## src/rtl/instr_fetch_unit_if.sv

```systemverilog
// instr_fetch_unit_if: memory, decoder and execute-controller signals of the fetch stage
interface instr_fetch_unit_if #(parameter int ADDR_WIDTH = 10);
  logic                  start;
  logic                  imem_en;
  logic [ADDR_WIDTH-1:0] imem_addr;
  logic [31:0]           imem_rdata;
  logic [31:0]           instr;
  logic                  decode_en;
  logic [31:0]           pc;
  logic [31:0]           pc_plus4;
  logic                  step_done;
  logic                  branch_taken;
  logic [31:0]           branch_offset;
  logic                  jump;
  logic [25:0]           jump_address;
  logic                  jump_reg;
  logic [31:0]           jr_target;
  logic                  halted;
  logic                  fetch_err;
  logic [31:0]           instr_count;
  logic                  busy;
  modport master (
    input  start, imem_rdata, step_done, branch_taken, branch_offset, jump, jump_address, jump_reg, jr_target,
    output imem_en, imem_addr, instr, decode_en, pc, pc_plus4, halted, fetch_err, instr_count, busy
  );
  modport slave (
    output start, imem_rdata, step_done, branch_taken, branch_offset, jump, jump_address, jump_reg, jr_target,
    input  imem_en, imem_addr, instr, decode_en, pc, pc_plus4, halted, fetch_err, instr_count, busy
  );
endinterface

```

## src/rtl/instr_fetch_unit.sv

```systemverilog
// instr_fetch_unit: multicycle fetch stage owning the PC, BRAM read, issue pulse and redirects
module instr_fetch_unit #(
  parameter int          ADDR_WIDTH = 10,
  parameter logic [31:0] RESET_PC   = 32'h0000_0000,
  parameter logic [31:0] HALT_WORD  = 32'hFFFF_FFFF
) (
  input logic               clk,
  input logic               rst,
  instr_fetch_unit_if.master bus
);
  typedef enum logic [2:0] {IDLE, FETCH, WAIT, ISSUE, EXEC, HALT} state_t;
  state_t      state;
  logic [31:0] next_pc;
  logic        jr_bad;
  assign bus.pc_plus4  = bus.pc + 32'd4;
  assign bus.imem_addr = bus.pc[ADDR_WIDTH+1:2];
  assign jr_bad        = bus.jump_reg && (bus.jr_target[1:0] != 2'b00);
  always_comb
    next_pc = bus.jump_reg     ? bus.jr_target :
              bus.jump         ? {bus.pc_plus4[31:28], bus.jump_address, 2'b00} :
              bus.branch_taken ? bus.pc_plus4 + (bus.branch_offset << 2) :
                                 bus.pc_plus4;
  // imem_en and decode_en are registered one-cycle pulses raised on the transition into their state
  always_ff @(posedge clk or posedge rst)
    if (rst) begin
      state           <= IDLE;
      bus.pc          <= RESET_PC;
      bus.instr       <= 32'd0;
      bus.decode_en   <= 1'b0;
      bus.imem_en     <= 1'b0;
      bus.halted      <= 1'b0;
      bus.fetch_err   <= 1'b0;
      bus.instr_count <= 32'd0;
      bus.busy        <= 1'b0;
    end else begin
      bus.imem_en   <= 1'b0;
      bus.decode_en <= 1'b0;
      case (state)
        IDLE, HALT:
          if (bus.start) begin
            state           <= FETCH;
            bus.pc          <= RESET_PC;
            bus.instr_count <= 32'd0;
            bus.fetch_err   <= 1'b0;
            bus.halted      <= 1'b0;
            bus.busy        <= 1'b1;
            bus.imem_en     <= 1'b1;
          end
        FETCH: state <= WAIT;
        WAIT: begin
          bus.instr <= bus.imem_rdata;
          if (bus.imem_rdata == HALT_WORD) begin
            state      <= HALT;
            bus.halted <= 1'b1;
            bus.busy   <= 1'b0;
          end else begin
            state         <= ISSUE;
            bus.decode_en <= 1'b1;
          end
        end
        ISSUE: state <= EXEC;
        EXEC:
          if (bus.step_done) begin
            if (jr_bad) begin
              state         <= HALT;
              bus.halted    <= 1'b1;
              bus.busy      <= 1'b0;
              bus.fetch_err <= 1'b1;
            end else begin
              state           <= FETCH;
              bus.pc          <= next_pc;
              bus.instr_count <= bus.instr_count + 32'd1;
              bus.imem_en     <= 1'b1;
            end
          end
        default: state <= IDLE;
      endcase
    end
endmodule

```

## src/flat_wrapper.sv

```systemverilog
// flat-port wrapper written by rule: the top's interface ports become plain ports
module instr_fetch_unit_flat 
#(
  parameter int          ADDR_WIDTH = 10,
  parameter logic [31:0] RESET_PC   = 32'h0000_0000,
  parameter logic [31:0] HALT_WORD  = 32'hFFFF_FFFF
)
  (clk, rst, bus_start, bus_imem_rdata, bus_step_done, bus_branch_taken, bus_branch_offset, bus_jump, bus_jump_address, bus_jump_reg, bus_jr_target, bus_imem_en, bus_imem_addr, bus_instr, bus_decode_en, bus_pc, bus_pc_plus4, bus_halted, bus_fetch_err, bus_instr_count, bus_busy);
  instr_fetch_unit_if #(.ADDR_WIDTH(ADDR_WIDTH)) bus_i ();
  input logic clk;
  input logic rst;
  input wire logic [$bits(bus_i.start)-1:0] bus_start;
  input wire logic [$bits(bus_i.imem_rdata)-1:0] bus_imem_rdata;
  input wire logic [$bits(bus_i.step_done)-1:0] bus_step_done;
  input wire logic [$bits(bus_i.branch_taken)-1:0] bus_branch_taken;
  input wire logic [$bits(bus_i.branch_offset)-1:0] bus_branch_offset;
  input wire logic [$bits(bus_i.jump)-1:0] bus_jump;
  input wire logic [$bits(bus_i.jump_address)-1:0] bus_jump_address;
  input wire logic [$bits(bus_i.jump_reg)-1:0] bus_jump_reg;
  input wire logic [$bits(bus_i.jr_target)-1:0] bus_jr_target;
  output wire logic [$bits(bus_i.imem_en)-1:0] bus_imem_en;
  output wire logic [$bits(bus_i.imem_addr)-1:0] bus_imem_addr;
  output wire logic [$bits(bus_i.instr)-1:0] bus_instr;
  output wire logic [$bits(bus_i.decode_en)-1:0] bus_decode_en;
  output wire logic [$bits(bus_i.pc)-1:0] bus_pc;
  output wire logic [$bits(bus_i.pc_plus4)-1:0] bus_pc_plus4;
  output wire logic [$bits(bus_i.halted)-1:0] bus_halted;
  output wire logic [$bits(bus_i.fetch_err)-1:0] bus_fetch_err;
  output wire logic [$bits(bus_i.instr_count)-1:0] bus_instr_count;
  output wire logic [$bits(bus_i.busy)-1:0] bus_busy;
  assign bus_i.start = bus_start;
  assign bus_i.imem_rdata = bus_imem_rdata;
  assign bus_i.step_done = bus_step_done;
  assign bus_i.branch_taken = bus_branch_taken;
  assign bus_i.branch_offset = bus_branch_offset;
  assign bus_i.jump = bus_jump;
  assign bus_i.jump_address = bus_jump_address;
  assign bus_i.jump_reg = bus_jump_reg;
  assign bus_i.jr_target = bus_jr_target;
  assign bus_imem_en = bus_i.imem_en;
  assign bus_imem_addr = bus_i.imem_addr;
  assign bus_instr = bus_i.instr;
  assign bus_decode_en = bus_i.decode_en;
  assign bus_pc = bus_i.pc;
  assign bus_pc_plus4 = bus_i.pc_plus4;
  assign bus_halted = bus_i.halted;
  assign bus_fetch_err = bus_i.fetch_err;
  assign bus_instr_count = bus_i.instr_count;
  assign bus_busy = bus_i.busy;
  instr_fetch_unit #(.ADDR_WIDTH(ADDR_WIDTH), .RESET_PC(RESET_PC), .HALT_WORD(HALT_WORD)) u_core (.clk(clk), .rst(rst), .bus(bus_i));
endmodule
```

## config.mk

```make
export PLATFORM = sky130hd
export DESIGN_NAME = instr_fetch_unit_flat
export DESIGN_NICKNAME = d
export VERILOG_FILES = /design/src/rtl/instr_fetch_unit_if.sv /design/src/rtl/instr_fetch_unit.sv /design/src/flat_wrapper.sv
export SDC_FILE = /design/constraint.sdc
export NUM_CORES = 1
export LEC_CHECK = 0
export ABC_CLOCK_PERIOD_IN_PS = 5200
export BUFFER_PORTS_ARGS = -buffer_cell sky130_fd_sc_hd__buf_2
export CORE_MARGIN = 2
export CORE_UTILIZATION = 55
export DETAILED_ROUTE_END_ITERATION = 10
export PLACE_DENSITY = 0.88
export SETUP_SLACK_MARGIN = 0.02
export SLEW_MARGIN = 20
export SYNTH_ARGS = -nofsm -noshare
export SYNTH_HDL_FRONTEND = slang
export SYNTH_SLANG_ARGS = --single-unit
```

## constraint.sdc

```tcl
create_clock -name clk -period 5.2 [get_ports clk]
set_input_delay 1.04 -clock clk [delete_from_list [all_inputs] [get_ports clk]]
set_output_delay 1.04 -clock clk [all_outputs]
set_load 0.02 [all_outputs]
```

Word level (Yosys, flattened, before mapping)
Index checks and enable logic that the tools add are counted.
{"block": "word_totals", "reg_bits": 104, "latch_bits": 0, "ramBits": 0, "rom_bits": 0, "output_inout_bits": 143, "mem_count": 0}
{"block": "classes", "add_sub_neg": 3, "mul": 0, "div_mod_pow": 0, "magnitude_cmp": 0, "eq_ne": 11, "shift": 0, "muxes": 32, "bitwise": 0, "reduce_logical": 10}
{"op": "32-bit two-way mux", "count": 8}
{"op": "32-bit one-hot mux with 2 select lines", "count": 2}
{"op": "32-bit by 1-bit adder with 32-bit output, second input constant", "count": 1}
{"op": "32-bit by 3-bit adder with 32-bit output, second input constant", "count": 1}
{"op": "32-bit adder", "count": 1}
{"op": "32-bit equality test, second input constant", "count": 1}
{"op": "3-bit one-hot mux with 5 select lines", "count": 1}
{"op": "1-bit two-way mux", "count": 13}
{"op": "3-bit two-way mux", "count": 4}
{"op": "4-bit AND reduction", "count": 2}
{"op": "3-bit by 2-bit equality test with 1-bit output, second input constant", "count": 2}
{"op": "3-bit equality test, second input constant", "count": 2}
{"op": "2-bit inequality test, second input constant", "count": 3}
{"op": "1-bit one-hot mux with 3 select lines", "count": 2}
{"op": "5-bit AND reduction", "count": 1}
{"op": "2-bit by 1-bit inequality test with 1-bit output, second input constant", "count": 2}
{"op": "1-bit one-hot mux with 2 select lines", "count": 2}
{"op": "2-bit nonzero test", "count": 2}
{"op": "3-bit by 1-bit equality test with 1-bit output, second input constant", "count": 1}
{"op": "3-bit zero test", "count": 1}
{"op": "3-bit nonzero test", "count": 1}
{"op": "2-bit AND reduction", "count": 1}
{"op": "2-bit OR reduction", "count": 1}
{"op": "1-bit logical AND", "count": 1}

Logic depth before layout (Yosys ltp)
Gate-level depths: netlist of the first run.
{"block": "logic_depth", "depth_word": 8, "mapped_depth": 17, "mapped_depth_nobuf": 15}

Worst setup path before layout of the first run
No wires, ideal clock.
{"block": "synth_timing", "path_kind": "register to register", "startpoint": "register u_core.bus.pc[4]", "endpoint": "register u_core.bus.pc[24]", "arrival_time_ns": 4.052, "setup_slack_ns": 1.083, "path_stages_with_launch": 16, "path_buffers": 0, "cell_sequence": "dfrtp_1 -> and3_1 -> nand3_1 -> nor2_1 -> nand4_1 -> xnor2_1 -> ha_1 -> a21oi_1 -> o21ai_1 -> a21o_1 -> a2111o_1 -> a221oi_2 -> o21ai_0 -> xnor2_1 -> a2111oi_0 -> a21o_1"}
{"block": "synth_between", "elab_chain_cells": 8}
{"element": "start, declared", "line": "instr_fetch_unit_if.sv:24", "text": "output imem_en, imem_addr, instr, decode_en, pc, pc_plus4, halted, fetch_err, instr_count, busy"}
{"element": "start signal, assigned", "line": "instr_fetch_unit.sv:71", "text": "bus.pc <= next_pc;"}
{"element": "32-bit by 3-bit adder with 32-bit output", "line": "instr_fetch_unit.sv:15", "text": "assign bus.pc_plus4 = bus.pc + 32'd4;"}
{"element": "via bus_pc_plus4[13]", "line": "flat_wrapper.sv:26", "text": "output wire logic [$bits(bus_i.pc_plus4)-1:0] bus_pc_plus4;"}
{"element": "32-bit adder", "line": "instr_fetch_unit.sv:21", "text": "bus.branch_taken ? bus.pc_plus4 + (bus.branch_offset << 2) :"}
{"element": "32-bit two-way mux", "line": "instr_fetch_unit.sv:21"}
{"element": "32-bit two-way mux", "line": "instr_fetch_unit.sv:20", "text": "bus.jump ? {bus.pc_plus4[31:28], bus.jump_address, 2'b00} :"}
{"element": "32-bit two-way mux", "line": "instr_fetch_unit.sv:19", "text": "next_pc = bus.jump_reg ? bus.jr_target :"}
{"element": "32-bit two-way mux", "line": "instr_fetch_unit.sv:64", "text": "if (jr_bad) begin"}
{"element": "32-bit two-way mux", "line": "instr_fetch_unit.sv:63", "text": "if (bus.step_done) begin"}
{"element": "32-bit one-hot mux with 2 select lines", "line": "instr_fetch_unit.sv:38", "text": "case (state)"}
The timed path passes the listed nets, and every way through them passes these cells. The select of a mux whose other input is x is not followed.
A chain may end at the register's enable or synchronous reset.

Worst setup path in the final report of the first run
{"block": "layout_timing", "startpoint": "register u_core.bus.pc[4]", "endpoint": "register u_core.bus.pc[24]"}
{"block": "layout_between", "elab_chain_cells": 8}
{"element": "32-bit by 3-bit adder with 32-bit output *", "line": "instr_fetch_unit.sv:15"}
{"element": "32-bit adder", "line": "instr_fetch_unit.sv:21"}
{"element": "32-bit two-way mux *", "line": "instr_fetch_unit.sv:21"}
{"element": "32-bit two-way mux *", "line": "instr_fetch_unit.sv:20"}
{"element": "32-bit two-way mux *", "line": "instr_fetch_unit.sv:19"}
{"element": "32-bit two-way mux *", "line": "instr_fetch_unit.sv:64"}
{"element": "32-bit two-way mux *", "line": "instr_fetch_unit.sv:63"}
{"element": "32-bit one-hot mux with 2 select lines *", "line": "instr_fetch_unit.sv:38"}
Mark *: on every way between the ends. The rest lies on a longest branch, timed or not. The select of a mux whose other input is x is not followed.

==> results of run 1 <==
[metal layers]
| layer | vias to the layer above | wire length [um] |
|---|---|---|
| li1 | 3582 | - |
| met1 | 3698 | 9790 |
| met2 | 395 | 11100 |
| met3 | 69 | 1840 |
| met4 | 0 | 929 |
| met5 | - | 0 |
[per-stage QoR]
| step | setup slack, ns | total power [mW] | instances |
|---|---|---|---|
| 4_1_cts | 0.899 | 3.34 | 1274 |
| 3_5_place_dp | 0.932 | 2.67 | 1258 |
| 5_1_grt | 0.536 | 3.52 | 1274 |
| 6_report | 0.807 | 3.34 | 1274 |
| 3_3_place_gp | 1.05 | 2.63 | 1258 |
| 2_1_floorplan | 1.08 | 2.19 | 859 |
[logic make-up (layout without fill, tap and decap cells)]
logic type,after synthesis,in the layout
and+or+nand+nor,307,307
muxes,37,37
adders and majority gates,36,36
AOI/OAI and AO/OA,222,222
DFF,104,104
buffers and inverters,78,317
xor gates and xnor gates,75,75
[worst paths after layout]
check                                                  end  cells past startpoint
worst min register to register        u_core.bus.instr[16]                      1
worst max register to register           u_core.bus.pc[24]                     15
max in group asynchronous             u_core.bus.instr[25]                      3
worst min-delay path                  u_core.bus.instr[16]                      1
worst max-delay path                     u_core.bus.pc[24]                     15
min in group asynchronous       u_core.bus.instr_count[23]                      2
[cell type report]
cell class,count,share of cell area
Clock buffer,9,0.0248
Multi-Input combinational cell,677,0.493
Inverter,24,0.0102
Clock inverter,7,0.00674
Tap cell,176,0.0242
Sequential cell,104,0.286
Timing Repair Buffer,277,0.155
[worst register-to-register path, delay by kind of cell (launching register included)]
family	cells	cell delay [ns]
XOR/XNOR	2	0.47
adder cells (fa/ha/maj)	1	0.32
AND/OR/NAND/NOR	4	0.94
flip-flops	1	0.46
AO/OA/AOI/OAI	8	2.14
[cells in the final DEF (no fill, tap or decap), drive strengths merged, types with 10 or more instances in the layout]
cell and instances:
o21ai 55, a21oi 60, ha 35, buf 277, nor2 81, nand3 35
inv 26, xor2 38, dfrtp 104, xnor2 37, nor3 10, nor4 11
and3 12, nand2 82, nor2b 10, mux2 32, nand4 29, a21o 21
[power groups by stage]
| stage | registers [mW] | logic (mW) | clock network (mW) |
|---|---|---|---|
| 4_1_cts | 1.14 | 1.52 | 0.683 |
| 5_1_grt | 1.17 | 1.64 | 0.713 |
| 6_report | 1.14 | 1.52 | 0.672 |
| 2_1_floorplan | 1.35 | 0.843 | 0 |
| 3_3_place_gp | 1.15 | 1.48 | 0 |
| 3_5_place_dp | 1.16 | 1.51 | 0 |
[sequential cells by signal (all words and copies together) (netlist names)]
register                cells
u_core.bus.busy             1
u_core.bus.halted           1
u_core.bus.imem_en          1
u_core.bus.pc              32
u_core.bus.instr_count     32
u_core.state                3
u_core.bus.decode_en        1
u_core.bus.instr           32
u_core.bus.fetch_err        1
==> run summary, run 1 <==
The flow ran to the end, and the final reports show no timing, DRC or antenna violations. In the final layout, flip-flops and latches occupy 2600 um^2. The share of the synthesized netlist area taken by xor and xnor gates is 0.0885. The sequential group share of total power came out at 0.342. Setup repair after global routing left no endpoint under its margin.

The global routing met3 resource utilization came out at 0.0566. The multiplexer area fraction after synthesis is 0.0553. The synthesized instance count is 859. Setup violations remaining at the end of the flow were counted as 0. The clock insertion delay at the later pin of the skew report is 0.35 ns.

For this design the ratio of total power to cell area is 367 nW/um^2. The fraction of the mapped netlist area in compound gates came out at 0.196. The distinct cell type count of the synthesized netlist came out at 70. After clock tree synthesis, the repair step resized 0 gates. The total overflow reported by the global router is 0. Counting flops with a built-in enable in the synthesized netlist gives 0. After detailed routing, the number of remaining DRC violations is 0. TritonCTS built the clock tree. The tree built by TritonCTS fans out to 104 sinks. Ranked by total cell area, the synthesized netlist is headed by dfrtp_1, ha_1, mux2_2. The worst hold path begins at u_core.bus.instr[16]. The initial antenna violation count was 2. The tightest min-delay check is of the register to register type.

The share of total power dissipated in combinational logic is 0.456. The finished cells cover 9090 um^2. The number of buffers added to fix hold violations after cts came out at 0. The count of TritonRoute iterations in the first routing pass is 5. The register-to-register path setup slack came out at 0.81 ns. The top cell family by delay on the critical path is compound AO/OA/AOI/OAI gates.

The commonest cells after synthesis are dfrtp_1, nand2_1, nor2_1. The global placement routability congestion came out at 0.956. The sequential share of the synthesized area is 0.351. Across all layers, the routed design uses 7,744 vias.

The die covers 14,400 um^2. The diode insertion count for antenna repair came out at 0. The met2 track utilization from global routing came out at 0.521. The maximum number of pins on one net before global-route repair came out at 66. The layout has 1,104 filler cells. The area of combinational cells with multiple inputs came out at 4490 um^2. The number of buffers inserted by port buffering came out at 269. At the pin with the least slew margin, the transition time is 1.06 ns.

The peak per-stage delay on the critical path came out at 0.49 ns. The proportion of register bits with asynchronous set or reset after synthesis is 1.00. The setup skew after layout came out at 0.00546 ns. The total global-route track usage is 0.323. The worst-path maximum fanout is 7. The number of core rows came out at 42. The number of pins with negative max-slew slack in the final report was 0. The cell sitting at the root of the clock tree is a clkbuf_16. In this run the mean area of a mapped cell was 8.64 um^2. The Yosys warning count is 0. Measured against its own limit, the worst slew margin works out to 0.288. After synthesis, the largest family of logic cells by area is simple AND/OR/NAND/NOR gates. The fraction of layout cells with a size suffix above 1 came out at 0.309. The final-layout worst hold slack came out at 0.503 ns. The CTS buffer count came out at 9. The net count of the mapped netlist is 1,024. The post-detailed-routing wire length is 23,600 um. The core box area came out at 13,200 um^2. In the synthesized netlist the dominant register cell turns out to be dfrtp_1. The share of the core filled with cells in the final layout came out at 0.690. The most common cell in the netlist is dfrtp_1. The flip-flop and latch count after synthesis came out at 104. Walking the worst path, the cells encountered are and3_1 > nand3_1 > nor2_1 > nand4_1 > xnor2_1 > ha_1 > a21oi_1 > o21ai_1 > a21o_1 > a2111o_1 > a221oi_2 > o21ai_0 > xnor2_1 > a2111oi_0 > a21o_1. The netlist area before placement came out at 7420 um^2. The count of endpoints failing hold in the final timing report came out at 0. At the end of the flow, the number of nets in the layout was 1,258.

The total number of H-tree levels is 3. The total negative setup slack came out at 0 ns. Of the total synthesized cell area, the portion taken by AND, OR, NAND and NOR gates is 0.201. The slowest stage of the critical path is the a2111oi_0 cell. The initial core utilization came out at 0.563. The post-CTS clock slew at the launch and capture registers of the worst setup and hold paths is 0.08 ns. The clock group share of total power came out at 0.201.

STA puts the critical path data arrival time at 4.69 ns. The met1 usage in global routing came out at 0.429. The final HPWL from detailed placement is 17,700 um. The count of boundary I/O pins is 272.

Across the run, the number of max-cap violations was 0. The clock period minus worst slack came out at 4.39 ns. The number of global-route vias before repair came to 7,246. Tracing the worst setup path back leads to its startpoint at u_core.bus.pc[4]. The post-route clock period utilization came out at 0.845. The worst flop-to-flop path startpoint is u_core.bus.pc[4].

Static timing analysis puts the maximum clock frequency at 228 MHz. The via-per-instance ratio came out at 6.08. The proportion of total power due to net switching came out at 0.425.

The area of placed instances is 8810 um^2. The overall die height came out at 120 um. The die is 120 um wide. Summed over all cells, the static leakage comes to 4.61 nW. The longest clock path from root to sink contains 2 buffers. The layer flagged by global routing as most heavily used is met2.

The buffer count from post-CTS setup fixing is 0. The top cell type's share of synthesized area came out at 0.351. The required time at the worst-slack endpoint is 5.50 ns. After the first detailed-routing iteration, the DRC count stood at 731. VDD sags by at most 0.320 mV.

The category of the worst setup path capture point is a register. The mean routed wirelength per cell came out at 18.6 um. The share of synthesized cell area in full adder, half adder and majority cells is 0.0617. The top cell type by total area after synthesis is dfrtp_1.

The worst setup path is of the register to register kind. The net switching power came out at 1.42 mW. The internal power of the cells totals 1.92 mW. The buffers plus inverters on the worst setup path is 0.

STA classifies the critical path startpoint as a register. The first global-routing pass estimated 36,900 um of wire. The relative area change from synthesis to final layout is 22.5%.

The number of nets still failing antenna checks after routing came out at 0.
Note: power is estimated with default switching activity, not from simulation.
==> inputs of run 2 (changes only) <==
--- a/config.mk
+++ b/config.mk
@@ -5,12 +5,12 @@
 export SDC_FILE = /design/constraint.sdc
 export NUM_CORES = 1
 export LEC_CHECK = 0
-export ABC_CLOCK_PERIOD_IN_PS = 5200
+export ABC_CLOCK_PERIOD_IN_PS = 3900
 export BUFFER_PORTS_ARGS = -buffer_cell sky130_fd_sc_hd__buf_2
 export CORE_MARGIN = 2
-export CORE_UTILIZATION = 55
+export CORE_UTILIZATION = 46
 export DETAILED_ROUTE_END_ITERATION = 10
-export PLACE_DENSITY = 0.88
+export PLACE_DENSITY = 0.78
 export SETUP_SLACK_MARGIN = 0.02
 export SLEW_MARGIN = 20
 export SYNTH_ARGS = -nofsm -noshare
==> constraint.sdc (replaced) <==
create_clock -name clk -period 3.9 [get_ports clk]
set_input_delay 0.78 -clock clk [delete_from_list [all_inputs] [get_ports clk]]
set_output_delay 0.78 -clock clk [all_outputs]
set_load 0.02 [all_outputs]
==> run 2 against run 1 <==
Net effect: combinational power rose by 47%; fmax rose by 18%; total power rose by 40%; sequential share of layout area fell by 2.3 points; sequential cell count did not move.
==> run summary, run 2 (synthesized netlist as in run 1, its figures left out) <==
The initial core utilization is 0.469 (-0.0938). The met1 usage in global routing is 0.383 (-0.0454). The maximum number of pins on one net before global-route repair is 84 (+27%).

The initial antenna violation count is 0 (-2). The capturing instance or port of the critical path is u_core.bus.pc[31]. The worst setup margin came out at 0.173 ns (-0.633 ns).

The post-route standard cell area excluding fillers came out at 9920 um^2 (+9.1%). The final HPWL from detailed placement came to 19,600 um (+11%). The max-cap violation count came out at 0 (unchanged). The worst register-to-register path begins at u_core.bus.pc[7].

The number of buffers on the longest clock path is 2 (unchanged). The buffers plus inverters on the worst setup path came to 3 (+3). The timing-limited maximum frequency came to 268 MHz (+18%). The headroom to the max-slew limit is 0.405 (+0.117). The number of core rows is 46 (+9.5%). The peak per-stage delay on the critical path came out at 0.39 ns (-0.10 ns). The register-to-register path setup slack came out at 0.17 ns (-0.63 ns). The overall die height is 131 um (+9.0%).

The buffer cell driving the clock tree root is clkbuf_16. The CTS buffer count is 9 (unchanged). The total number of H-tree levels came out at 3 (unchanged). The final setup violation count came out at 0 (unchanged). The clock insertion delay at the later pin of the skew report came out at 0.35 ns (about the same). The number of vias in the routed layout came to 7,901 (+2.0%). The relative area change from synthesis to final layout came out at 33.6%. The clock period minus worst slack is 3.73 ns (-0.667 ns). The number of sinks driven by the clock tree is 104 (unchanged).

The CTS tree is yes. The worst-margin pin slew came out at 0.885 ns (-0.178 ns). The global-route wire length before repair is 38,100 um (+3.2%). met2 is the most crowded layer. The total power density per cell area was 470 nW/um^2 (+28%).

The cell with the most instances on the worst path is buf_4. STA classifies the critical path endpoint as a register. The number of violations reported at the end of detailed-routing iteration 0 came to 517 (-29%). The global routing met3 resource utilization came out at 0.0452 (-0.0114).

The run finished with clean final reports. The post-route clock period utilization is 0.956 (+0.111). Leaving out fill and tap cells, the most frequent cell in the layout is buf_2. Setup repair after global routing left no endpoint under its margin.

The core box area was 15,800 um^2 (+20%). The number of global-route vias before repair is 7,292 (+0.63%). The count of endpoints failing hold in the final timing report is 0 (unchanged). The critical path is of the register to register type.

The final-layout worst hold slack is 0.504 ns (+0.00144 ns). The required time at the worst-slack endpoint came to 4.12 ns (-1.38 ns). The maximum vdd ir drop came out at 0.343 mV (+7.2%). The total global-route track usage came out at 0.288 (-0.0352). The filler cell count is 1,383 (+25%).

The global placement routability congestion is 1.00 (+4.9%). The setup skew after layout was 0.00723 ns (+0.00177 ns). The final instance count without filler cells is 1,386 (+8.8%). The depth of the most critical reg-to-reg path is 18 (+3).

The floorplan die area is 17,200 um^2 (+19%). The die width came out at 131 um (+9.0%). The worst flop-to-flop path endpoint is u_core.bus.pc[31]. The largest registers in the layout are u_core.bus.instr (32), u_core.bus.instr_count (32), u_core.bus.pc (32). The top cell family by delay on the critical path is simple AND/OR/NAND/NOR gates. The worst hold path class is register to register. The nature of the critical path startpoint is a register. The post-detailed-routing wire length came out at 25,500 um (+7.8%). The pre-CTS setup slack is 0.0577 ns (-0.874 ns). The count of boundary I/O pins is 272 (unchanged).

The post-CTS clock slew at the launch and capture registers of the worst setup and hold paths is 0.08 ns (about the same). The slowest stage of the critical path belongs to the cell o311a_4. The number of nets still failing antenna checks after routing came out at 0 (unchanged). The worst-path maximum fanout came out at 4 (-3). The area of placed instances came out at 9430 um^2 (+7.1%). The fraction of layout cells with a size suffix above 1 is 0.384 (+0.0753). Leaving out fill and tap cells, the most frequent cells in the layout are buf_2, dfrtp_1, nand2_1. The number of buffers inserted by port buffering is 269 (unchanged). The count of TritonRoute iterations in the first routing pass is 5 (unchanged).

The critical path goes through and3_4 > nand3_2 > nor2_1 > buf_4 > nand4_1 > xnor2_2 > ha_1 > buf_4 > nand3_1 > or3_1 > o221ai_1 > a221oi_2 > buf_4 > o311a_4 > a31oi_2 > mux2i_1 > xnor2_1 > o21ai_0. The met2 track utilization from global routing is 0.468 (-0.0521). The data arrival time of the critical path came out at 3.95 ns (-0.74 ns).

The number of pins with negative max-slew slack in the final report is 0 (unchanged). The number of gates on the worst path with buffers counted came out at 18 (+3). The final net count is 1,329 (+5.6%).

The via-per-instance ratio is 5.70 (-6.2%). The post-route DRC violation count came out at 0 (unchanged). The total overflow reported by the global router is 0 (unchanged). The total negative setup slack was 0 ns (unchanged).

The cell total after placement came to 1,365 (+8.5%). The sum of internal, switching and leakage power was 4.66 mW (+40%). The leakage power of the design is 5.03 nW (+9.0%). The share of the core filled with cells in the final layout came to 0.627 (-0.0628). The startpoint of the most critical setup path is u_core.bus.pc[7]. The mean routed wirelength per cell came out at 18.4 um (-0.89%).
==> run 2: cell count changes in the layout (fill, tap and decap cells not counted), sizes merged <==
cell	previous run	this run
clkinvlp	1	0
diode	0	1
clkbuf	9	10
clkinv	4	3
inv	26	27
buf	277	348
==> run 2: worst min-delay path by stage <==
stage,from,endpoint,depth (start not counted)
global route,u_core.bus.instr[7],u_core.bus.instr[7],1
detailed placement,u_core.bus.instr[5],u_core.bus.instr[5],1
global placement,u_core.bus.halted,u_core.bus.halted,2
finish,u_core.bus.instr[17],u_core.bus.instr[17],1
CTS,u_core.bus.instr[5],u_core.bus.instr[5],1
floorplan,u_core.state[2],u_core.state[1],1
==> run 2: layer usage <==
layer  share of wire  routed length [um]
met1            0.42               10700
met2            0.48               12200
met3           0.070                1790
met4           0.032                 814
met5               0                   0
==> run 2: report_power, final <==
group	total (mW)	switching, mW	internal (mW)
Sequential	1.52	0.180	1.33
Clock	0.915	0.464	0.451
Combinational	2.23	1.34	0.894
==> run 2: what timing repair did <==
action | 4_1_cts | 5_1_grt
buffers inserted | 0 | 4
setup endpoints to repair | 0 | 9
gates resized for setup | 0 | 36
hold buffers | 0 | 0
==> run 2: final cells by class <==
| type | count | area (um^2) | share of cell area |
|---|---|---|---|
| clock buffers | 10 | 229 | 0.0231 |
| multi-input cells | 677 | 4710 | 0.475 |
| flip-flops and latches | 104 | 2610 | 0.263 |
| diodes | 1 | 2.50 | 0.000252 |
| clock inverters | 6 | 60.1 | 0.00605 |
| well taps | 216 | 270 | 0.0272 |
| repair buffers | 348 | 1940 | 0.196 |
| inverters | 24 | 95.1 | 0.00959 |
